File: src/rtl/gpio_bank_pkg.sv
// Shared definitions for the gpio_bank_wb Wishbone GPIO bank: register offsets,
// bus FSM states and the byte-lane merge helper.
package gpio_bank_pkg;

    localparam logic [7:0] GPIO_IN_OFS       = 8'h00;
    localparam logic [7:0] GPIO_OUT_OFS      = 8'h04;
    localparam logic [7:0] GPIO_OEB_OFS      = 8'h08;
    localparam logic [7:0] GPIO_PU_OFS       = 8'h0C;
    localparam logic [7:0] GPIO_PD_OFS       = 8'h10;
    localparam logic [7:0] GPIO_RISE_EN_OFS  = 8'h14;
    localparam logic [7:0] GPIO_FALL_EN_OFS  = 8'h18;
    localparam logic [7:0] GPIO_IRQ_STAT_OFS = 8'h1C;

    typedef enum logic {
        BUS_IDLE,
        BUS_ACK
    } bus_state_e;

    function automatic logic [31:0] byte_merge(input logic [31:0] old_v,
                                               input logic [31:0] new_v,
                                               input logic [3:0]  sel);
        logic [31:0] r;
        for (int k = 0; k < 4; k++) begin
            r[8*k +: 8] = sel[k] ? new_v[8*k +: 8] : old_v[8*k +: 8];
        end
        return r;
    endfunction

endpackage

File: src/rtl/gpio_sync_edge.sv
// Pad input synchroniser. With GPIO_BANK_IRQ_EN defined, a third stage is added
// and masked rise/fall events are produced per pin.
module gpio_sync_edge #(
    parameter int WIDTH = 16
) (
    input  logic             clk,
    input  logic             rst,
    input  logic [WIDTH-1:0] pad_i,
    output logic [WIDTH-1:0] sync_o
`ifdef GPIO_BANK_IRQ_EN
    ,
    input  logic [WIDTH-1:0] rise_en_i,
    input  logic [WIDTH-1:0] fall_en_i,
    output logic [WIDTH-1:0] event_o
`endif
);

    logic [WIDTH-1:0] s1_q, s1_d;
    logic [WIDTH-1:0] s2_q, s2_d;

    always_comb begin
        s1_d = pad_i;
        s2_d = s1_q;
    end

    always_ff @(posedge clk or posedge rst) begin
        if (rst) begin
            s1_q <= '0;
            s2_q <= '0;
        end else begin
            s1_q <= s1_d;
            s2_q <= s2_d;
        end
    end

    assign sync_o = s2_q;

`ifdef GPIO_BANK_IRQ_EN
    logic [WIDTH-1:0] s3_q, s3_d;

    always_comb begin
        s3_d = s2_q;
    end

    always_ff @(posedge clk or posedge rst) begin
        if (rst) begin
            s3_q <= '0;
        end else begin
            s3_q <= s3_d;
        end
    end

    assign event_o = (s2_q & ~s3_q & rise_en_i) | (~s2_q & s3_q & fall_en_i);
`endif

endmodule

File: src/rtl/gpio_bank_wb.sv
// Wishbone-slave GPIO bank with per-pin out/oeb/pull controls. Edge interrupts
// are present only when GPIO_BANK_IRQ_EN is defined.
module gpio_bank_wb
    import gpio_bank_pkg::*;
#(
    parameter logic [31:0] BASE_ADR = 32'h2100_0000,
    parameter int          N_GPIO   = 16
) (
    input  logic              wb_clk_i,
    input  logic              wb_rst_i,
    input  logic [31:0]       wb_dat_i,
    input  logic [31:0]       wb_adr_i,
    input  logic [3:0]        wb_sel_i,
    input  logic              wb_cyc_i,
    input  logic              wb_stb_i,
    input  logic              wb_we_i,
    output logic [31:0]       wb_dat_o,
    output logic              wb_ack_o,
    input  logic [N_GPIO-1:0] gpio_in_pad,
    output logic [N_GPIO-1:0] gpio,
    output logic [N_GPIO-1:0] gpio_oeb,
    output logic [N_GPIO-1:0] gpio_pu,
    output logic [N_GPIO-1:0] gpio_pd,
    output logic              irq
);

    // Byte-masked update of an N_GPIO-wide register; lanes above N_GPIO drop out.
    function automatic logic [N_GPIO-1:0] merge_n(input logic [N_GPIO-1:0] old_v,
                                                  input logic [31:0]       new_v,
                                                  input logic [3:0]        sel);
        logic [31:0] o32;
        logic [31:0] m;
        o32 = '0;
        o32[N_GPIO-1:0] = old_v;
        m = byte_merge(o32, new_v, sel);
        return m[N_GPIO-1:0];
    endfunction

    bus_state_e        state_q, state_d;
    logic [31:0]       dat_q, dat_d;
    logic [N_GPIO-1:0] out_q, out_d;
    logic [N_GPIO-1:0] oeb_q, oeb_d;
    logic [N_GPIO-1:0] pu_q, pu_d;
    logic [N_GPIO-1:0] pd_q, pd_d;
    logic [N_GPIO-1:0] sync_in;

    logic       page_hit;
    logic       valid;
    logic       wr;
    logic [7:0] ofs;
    logic [31:0] rdata;

`ifdef GPIO_BANK_IRQ_EN
    logic [N_GPIO-1:0] rise_q, rise_d;
    logic [N_GPIO-1:0] fall_q, fall_d;
    logic [N_GPIO-1:0] stat_q, stat_d;
    logic [N_GPIO-1:0] stat_clr;
    logic [N_GPIO-1:0] edge_evt;

    gpio_sync_edge #(.WIDTH(N_GPIO)) u_sync (
        .clk       (wb_clk_i),
        .rst       (wb_rst_i),
        .pad_i     (gpio_in_pad),
        .sync_o    (sync_in),
        .rise_en_i (rise_q),
        .fall_en_i (fall_q),
        .event_o   (edge_evt)
    );
`else
    gpio_sync_edge #(.WIDTH(N_GPIO)) u_sync (
        .clk    (wb_clk_i),
        .rst    (wb_rst_i),
        .pad_i  (gpio_in_pad),
        .sync_o (sync_in)
    );
`endif

    assign wb_ack_o = (state_q == BUS_ACK);
    assign page_hit = (wb_adr_i[31:8] == BASE_ADR[31:8]);
    assign valid    = wb_cyc_i & wb_stb_i & ~wb_ack_o & page_hit;
    assign wr       = valid & wb_we_i;
    assign ofs      = wb_adr_i[7:0];

    always_comb begin
        state_d = state_q;
        case (state_q)
            BUS_IDLE: if (valid) state_d = BUS_ACK;
            BUS_ACK:  state_d = BUS_IDLE;
            default:  state_d = BUS_IDLE;
        endcase
    end

    always_comb begin
        out_d = out_q;
        oeb_d = oeb_q;
        pu_d  = pu_q;
        pd_d  = pd_q;
        if (wr) begin
            case (ofs)
                GPIO_OUT_OFS: out_d = merge_n(out_q, wb_dat_i, wb_sel_i);
                GPIO_OEB_OFS: oeb_d = merge_n(oeb_q, wb_dat_i, wb_sel_i);
                GPIO_PU_OFS:  pu_d  = merge_n(pu_q,  wb_dat_i, wb_sel_i);
                GPIO_PD_OFS:  pd_d  = merge_n(pd_q,  wb_dat_i, wb_sel_i);
                default: ;
            endcase
        end
    end

`ifdef GPIO_BANK_IRQ_EN
    always_comb begin
        rise_d   = rise_q;
        fall_d   = fall_q;
        stat_clr = '0;
        if (wr) begin
            case (ofs)
                GPIO_RISE_EN_OFS:  rise_d   = merge_n(rise_q, wb_dat_i, wb_sel_i);
                GPIO_FALL_EN_OFS:  fall_d   = merge_n(fall_q, wb_dat_i, wb_sel_i);
                GPIO_IRQ_STAT_OFS: stat_clr = merge_n('0, wb_dat_i, wb_sel_i);
                default: ;
            endcase
        end
        // A new event outranks a simultaneous W1C of the same bit.
        stat_d = (stat_q & ~stat_clr) | edge_evt;
    end

    always_ff @(posedge wb_clk_i or posedge wb_rst_i) begin
        if (wb_rst_i) begin
            rise_q <= '0;
            fall_q <= '0;
            stat_q <= '0;
        end else begin
            rise_q <= rise_d;
            fall_q <= fall_d;
            stat_q <= stat_d;
        end
    end

    assign irq = |stat_q;
`else
    assign irq = 1'b0;
`endif

    always_comb begin
        rdata = '0;
        case (ofs)
            GPIO_IN_OFS:       rdata[N_GPIO-1:0] = sync_in;
            GPIO_OUT_OFS:      rdata[N_GPIO-1:0] = out_q;
            GPIO_OEB_OFS:      rdata[N_GPIO-1:0] = oeb_q;
            GPIO_PU_OFS:       rdata[N_GPIO-1:0] = pu_q;
            GPIO_PD_OFS:       rdata[N_GPIO-1:0] = pd_q;
`ifdef GPIO_BANK_IRQ_EN
            GPIO_RISE_EN_OFS:  rdata[N_GPIO-1:0] = rise_q;
            GPIO_FALL_EN_OFS:  rdata[N_GPIO-1:0] = fall_q;
            GPIO_IRQ_STAT_OFS: rdata[N_GPIO-1:0] = stat_q;
`endif
            default: ;
        endcase
        dat_d = (valid & ~wb_we_i) ? rdata : dat_q;
    end

    always_ff @(posedge wb_clk_i or posedge wb_rst_i) begin
        if (wb_rst_i) begin
            state_q <= BUS_IDLE;
            dat_q   <= '0;
            out_q   <= '0;
            oeb_q   <= '1;
            pu_q    <= '0;
            pd_q    <= '0;
        end else begin
            state_q <= state_d;
            dat_q   <= dat_d;
            out_q   <= out_d;
            oeb_q   <= oeb_d;
            pu_q    <= pu_d;
            pd_q    <= pd_d;
        end
    end

    assign wb_dat_o = dat_q;
    assign gpio     = out_q;
    assign gpio_oeb = oeb_q;
    assign gpio_pu  = pu_q;
    assign gpio_pd  = pd_q;

endmodule

File: config.mk
export PLATFORM = sky130hd
export DESIGN_NAME = gpio_bank_wb
export DESIGN_NICKNAME = d
export VERILOG_FILES = /design/src/rtl/gpio_bank_pkg.sv /design/src/rtl/gpio_sync_edge.sv /design/src/rtl/gpio_bank_wb.sv
export SDC_FILE = /design/constraint.sdc
export NUM_CORES = 1
export LEC_CHECK = 0
export BUFFER_PORTS_ARGS = -buffer_cell sky130_fd_sc_hd__buf_2
export CORE_ASPECT_RATIO = 1.25
export CORE_MARGIN = 2
export CORE_UTILIZATION = 45
export CTS_BUF_LIST = sky130_fd_sc_hd__clkbuf_4
export DETAILED_ROUTE_END_ITERATION = 8
export GPL_TIMING_DRIVEN = 0
export PLACE_DENSITY = 0.74
export REMOVE_ABC_BUFFERS = 1
export SLEW_MARGIN = 20
export SYNTH_ARGS = -nofsm -noshare
export SYNTH_HDL_FRONTEND = slang
export SYNTH_SLANG_ARGS = --single-unit
File: constraint.sdc
create_clock -name wb_clk_i -period 9.3 [get_ports wb_clk_i]
set_input_delay 2.79 -clock wb_clk_i [delete_from_list [all_inputs] [get_ports wb_clk_i]]
set_output_delay 2.79 -clock wb_clk_i [all_outputs]
set_load 0.01 [all_outputs]
==> results of run 1 <==
-- worst reg2reg max path, stage by stage (launching register included) --
cell      delay [ns]
dfrtp_1         0.39
and4bb_2        0.32
nand4_4         0.21
or3_1           0.72
or2_1           0.68
o21ai_0         0.31
-- power breakdown --
group / total [uW] / switching (uW) / internal, uW
clock network: 303 / 166 / 137
logic: 44.3 / 27.8 / 16.6
registers: 500 / 1.85 / 498
total: 847 / 195 / 652
-- state kept, by name, indices dropped and copies added, names as in the netlist --
register / flops
u_sync.s1_q: 16
wb_ack_o: 1
wb_dat_o: 16
gpio_pu: 16
u_sync.sync_o: 16
gpio: 16
gpio_pd: 16
gpio_oeb: 16
-- routing by layer --
layer	global-route usage, %	up-vias
li1	-	1501
met1	24.3	1650
met2	34.5	142
met3	6.31	24
met4	10.3	0
met5	0	-
-- logic make-up after synthesis --
family                 count (synthesis)  synth area share [%]
other                                  1                0.0792
AND/OR/NAND/NOR                       52                  7.90
AO/OA/AOI/OAI                         49                  8.51
buffers and inverters                 34                  4.73
multiplexers                          80                  18.6
flip-flops                           113                  60.2
-- layout make-up --
| cell class | instances | area, um^2 | area share, % |
|---|---|---|---|
| multi-input cells | 198 | 1760 | 30.4 |
| repair buffers | 152 | 783 | 13.5 |
| inverters | 1 | 8.76 | 0.151 |
| clock buffers | 21 | 158 | 2.72 |
| diodes | 1 | 2.50 | 0.0432 |
| well taps | 129 | 161 | 2.79 |
| clock inverters | 11 | 72.6 | 1.25 |
| flip-flops and latches | 113 | 2850 | 49.2 |
-- worst paths after layout --
path	from	to	slack, ns	cells past startpoint
max	wb_adr_i[5]	gpio_pd[14]$_DFFE_PP0P_	4.42	5
min	u_sync.s1_q[7]$_DFF_PP0_	u_sync.sync_o[7]$_DFF_PP0_	0.34	0
max reg2reg	wb_ack_o$_DFF_PP0_	wb_dat_o[9]$_DFFE_PP0P_	6.58	5
min reg2reg	u_sync.s1_q[7]$_DFF_PP0_	u_sync.sync_o[7]$_DFF_PP0_	0.34	0
max in group asynchronous	wb_rst_i	gpio_oeb[15]$_DFFE_PP1P_	6.32	3
min in group asynchronous	wb_rst_i	u_sync.s1_q[4]$_DFF_PP0_	2.25	2
-- cells in the final DEF, fill, tap and decap left out, drive strengths merged --
cell	n
buf	152
dfrtp	97
mux2	64
nand2	21
clkbuf	21
conb	17
o21ai	17
mux2i	16
o2bb2ai	16
a221oi	16
dfstp	16
clkinv	10
nor4	9
and4	5
nor2	4
nand3	3
nor4b	3
nor3	2
diode	1
and4bb	1
nand4	1
and3	1
inv	1
or3	1
or2	1
bufinv	1
-- stage by stage --
stage                     std cells  total power [uW]  area (um^2)
after floorplan                 312               526         4570
after global placement          592               550         5490
after detailed placement        593               554         5550
after CTS                       625               860         5780
after global routing            626               892         5790
final                           626               847         5790
==> flow_summary.toml, run 1 <==
[synth]
ys.flop_type = "dfrtp_1"
synth_common_cells = "97 x dfrtp_1, 64 x mux2_2, 21 x nand2_1, 17 x buf_4"
synth_seq_area_share_pct = 60.2
synthCells = 329
yosysMostFrequentCell = "dfrtp_1"
avgSynthCellArea_um2 = 14.4
ys_types = 32
synth.top_cell.area_share_pct = 51.3
synth_area_leader_cell = "dfrtp_1"
synth_edf_count = 0
ys_ff_latch = 113
synth.area.top_cells = "dfrtp_1 51%, mux2_2 15%, dfstp_2 8.9%"
synth_area_mm2 = 0.00473
yosys_warnings = 0
async_flop_share_pct = 100

[cts]
insertion_delay_ns = 0.51
cts_tree = "built"
hold_buffers = 0
numClockSinks = 113
clk_pin_slew_worst_paths_ns = 0.09
post_cts_buffers = 0
cts_resized = 0
cts_buffers = 17
clockBufferDepth = 2
cts_root_buffer = "clkbuf_4"
htree_levels = 4

[sta]
timing.final.hold_violations = 0
fin_crit_ns = 4.88
period_share_pct = 52.5
skew_ns = 0.0113
rsz0062_at_grt = "false"
holdWs_ns = 0.340
fmax_mhz = 205
fin_ws_ns = 4.42
fin_tns_setup_ns = 0
worstMarginPinSlew_ns = 0.905
max_slew_margin_pct = 39.6
slew_violations = 0
finalSetupViolCount = 0

[floorplan]
ioPinCount = 187
rows = 41
core-area_mm2 = 0.0102
die_y_um = 119
start_util_pct = 46.6
dieArea_mm2 = 0.0114
die_w_um = 95.7

[route]
wl_per_cell_um = 18.2
top_layer_used = "met4"
wl_met3_um = 783
avgViaCountPerCell = 5.30
drt-initial-drc-count = 198
drc = 0
wirelength_um = 11400
antenna_left = 0
firstDrtPassIters = 7
dr_wl_met2_um = 5950
vias = 3317
wl_met1_um = 4330

[grt]
grt_pass1_wl_um = 17400
gr-total-overflow = 0
antenna_found_initial = 1
grt_pass1_vias = 3351
grt.total_usage_pct = 20.9
grt_max_degree = 79

[worst_setup_path]
path_class = "input pin to register"
crit_arrival_ns = 5.27
crit_family = "simple AND/OR/NAND/NOR gates"
path_cells = "buf_2, nor3_1, and4_1, and4_1, mux2_2"
required_ns = 9.69
cp_common_cell = "and4_1"
crit_path_start_kind = "input pin"
critical_path_buf_inv_count = 1
endpoint_kind = "register"
path_max_fanout = 18
slowest_delay_ns = 0.89
worst_path_max_delay_cell = "and4_1"

[pwr]
power_leakage_uw = 0.00301
power.density_mw_per_mm2 = 146
vdd_ir_drop_max_mv = 0.0774

[placement]
place_congestion = 0.772
preCtsSetupSlack_ns = 3.90
port_buffers = 151
dp_hpwl_um = 7900

[cells_and_area]
finalNetCount = 572
fillers = 894
drive_above_1_share_pct = 56.5
final_util_pct = 57.0
synthToLayoutAreaGrowth_pct = 22.4

[flow_run]
cap_violations = 0

[status]
outcome = "completed"

[min_path]
hold_path_class = "register to register"
(Power assumes the default switching activity.)
==> run 2: changes to the inputs <==
PLACE_DENSITY = 0.77   (was 0.74)
clock period = 4.3 ns   (was 9.3 ns; I/O delays follow)
==> run 2 against run 1 <==
  * Global-route usage rose by 0.26 points
  * Sequential share of layout area fell by 0.21 points
  * Power increased by 130%
  * Cell count stayed put
  * Critical path type unchanged
  * Largest cell class unchanged
  * Clock skew increased by 0.0016 ns
  * Flip-flop and latch count did not move
  * Sequential power grew 120%
  * Highest routed layer unchanged
==> flow_summary.toml, run 2 (synthesis gave the netlist of run 1 again) <==
[worst_setup_path]
path_max_fanout = 18
worst-r2r-setup-slack_ns = 1.56
crit_path_start_kind = "input pin"
worst_path_max_delay_cell = "and4_1"
path_cells = "buf_2, nor3_1, and4_1, and4_1, mux2_2"
slowest_delay_ns = 0.90
cp_common_cell = "and4_1"
required_ns = 4.70
endpoint_kind = "register"
crit_arrival_ns = 3.86
path_class = "input pin to register"

[sta]
fin_tns_setup_ns = 0
max_slew_margin_pct = 27.6
fin_crit_ns = 3.46
fmax_mhz = 289
skew_ns = 0.0130
rsz0062_at_grt = "false"
period_share_pct = 80.4
finalSetupViolCount = 0
timing.final.hold_violations = 0
slew_violations = 0
worstMarginPinSlew_ns = 1.08

[cts]
clockBufferDepth = 2
clk_pin_slew_worst_paths_ns = 0.09
cts_tree = "built"
cts_resized = 0
htree_levels = 4
numClockSinks = 113
cts_buffers = 17
post_cts_buffers = 0
hold_buffers = 0
cts_root_buffer = "clkbuf_4"
insertion_delay_ns = 0.52

[placement]
place_congestion = 0.787
port_buffers = 151
dp_hpwl_um = 8010

[cells_and_area]
synthToLayoutAreaGrowth_pct = 22.9
finalNetCount = 572
drive_above_1_share_pct = 57.1
mostFrequentLayoutCells = "151 x buf_2, 97 x dfrtp_1, 64 x mux2_2"
mostFrequentLayoutCell = "buf_2"

[floorplan]
dieArea_mm2 = 0.0114
core-area_mm2 = 0.0102
ioPinCount = 187
die_y_um = 119
die_w_um = 95.7
start_util_pct = 46.6
rows = 41

[grt]
grt_max_degree = 75
grt_pass1_wl_um = 17500
grt_pass1_vias = 3301
gr-total-overflow = 0
antenna_found_initial = 1
grt.total_usage_pct = 21.2

[route]
firstDrtPassIters = 4
vias = 3330
antenna_left = 0
wl_per_cell_um = 18.7
drc = 0
wirelength_um = 11700
drt-initial-drc-count = 161
avgViaCountPerCell = 5.32

[pwr]
power.density_mw_per_mm2 = 330
power_leakage_uw = 0.00302
p_total_uw = 1920
vdd_ir_drop_max_mv = 0.175

[min_path]
hold_path_class = "register to register"

[status]
outcome = "completed"

[flow_run]
cap_violations = 0
==> run 2: changes by cell type in the layout (fill, tap and decap cells not counted), sizes merged <==
| cell | change |
|---|---|
| clkbuf | +2 |
| bufinv | +1 |
| clkinv | -3 |
==> run 2: per-stage QoR <==
step / instances / utilization (%) / hold slack (ns) / setup slack (ns) / cell area (um^2)
floorplan: 312 / - / 0.331 / 0.0491 / 4570
global placement: 592 / 54.1 / 0.331 / -1.05 / 5490
detailed placement: 593 / 54.6 / 0.336 / 0.336 / 5540
CTS: 625 / 57.2 / 0.347 / 0.912 / 5810
global route: 626 / 57.3 / 0.362 / 0.726 / 5820
finish: 626 / 57.3 / 0.352 / 0.841 / 5820
==> run 2: routing by layer <==
metal	wire, um	part of all wire [%]	global-route usage, %	vias up
li1	-	-	-	1512
met1	4780	41	26.4	1665
met2	5930	51	34.4	131
met3	731	6.3	5.23	22
met4	242	2.1	9.38	0
met5	0	0	0	-
==> run 2: worst max-delay path: cells and delay by family <==
kind / cells / cell delay (ns)
AND/OR/NAND/NOR: 3 / 2.05
buffers and inverters: 1 / 0.11
multiplexers: 1 / 0.39
==> run 2: path summary, 6_finish.rpt <==
kind	endpoint	from	cells past startpoint
max	gpio_pd[4]$_DFFE_PP0P_	wb_adr_i[5]	5
min	u_sync.sync_o[8]$_DFF_PP0_	u_sync.s1_q[8]$_DFF_PP0_	0
max reg2reg	wb_dat_o[9]$_DFFE_PP0P_	wb_ack_o$_DFF_PP0_	5
min reg2reg	u_sync.sync_o[8]$_DFF_PP0_	u_sync.s1_q[8]$_DFF_PP0_	0
max in group asynchronous	gpio_oeb[9]$_DFFE_PP1P_	wb_rst_i	3
min in group asynchronous	u_sync.sync_o[3]$_DFF_PP0_	wb_rst_i	2
==> run 2: final cells by class <==
| class | count | area [um^2] |
|---|---|---|
| diodes | 1 | 2.50 |
| clock buffers | 23 | 173 |
| clock inverters | 9 | 91.3 |
| fillers | 873 | 4340 |
| inverters | 1 | 8.76 |
| multi-input cells | 198 | 1750 |
| flip-flops and latches | 113 | 2850 |
| well taps | 129 | 161 |
| repair buffers | 152 | 783 |
==> run 2: where the power goes <==
| group | switching [uW] | total [uW] | internal, uW |
|---|---|---|---|
| Clock | 366 | 740 | 374 |
| Sequential | 3.83 | 1080 | 1080 |
| Combinational | 60.2 | 96.0 | 35.8 |
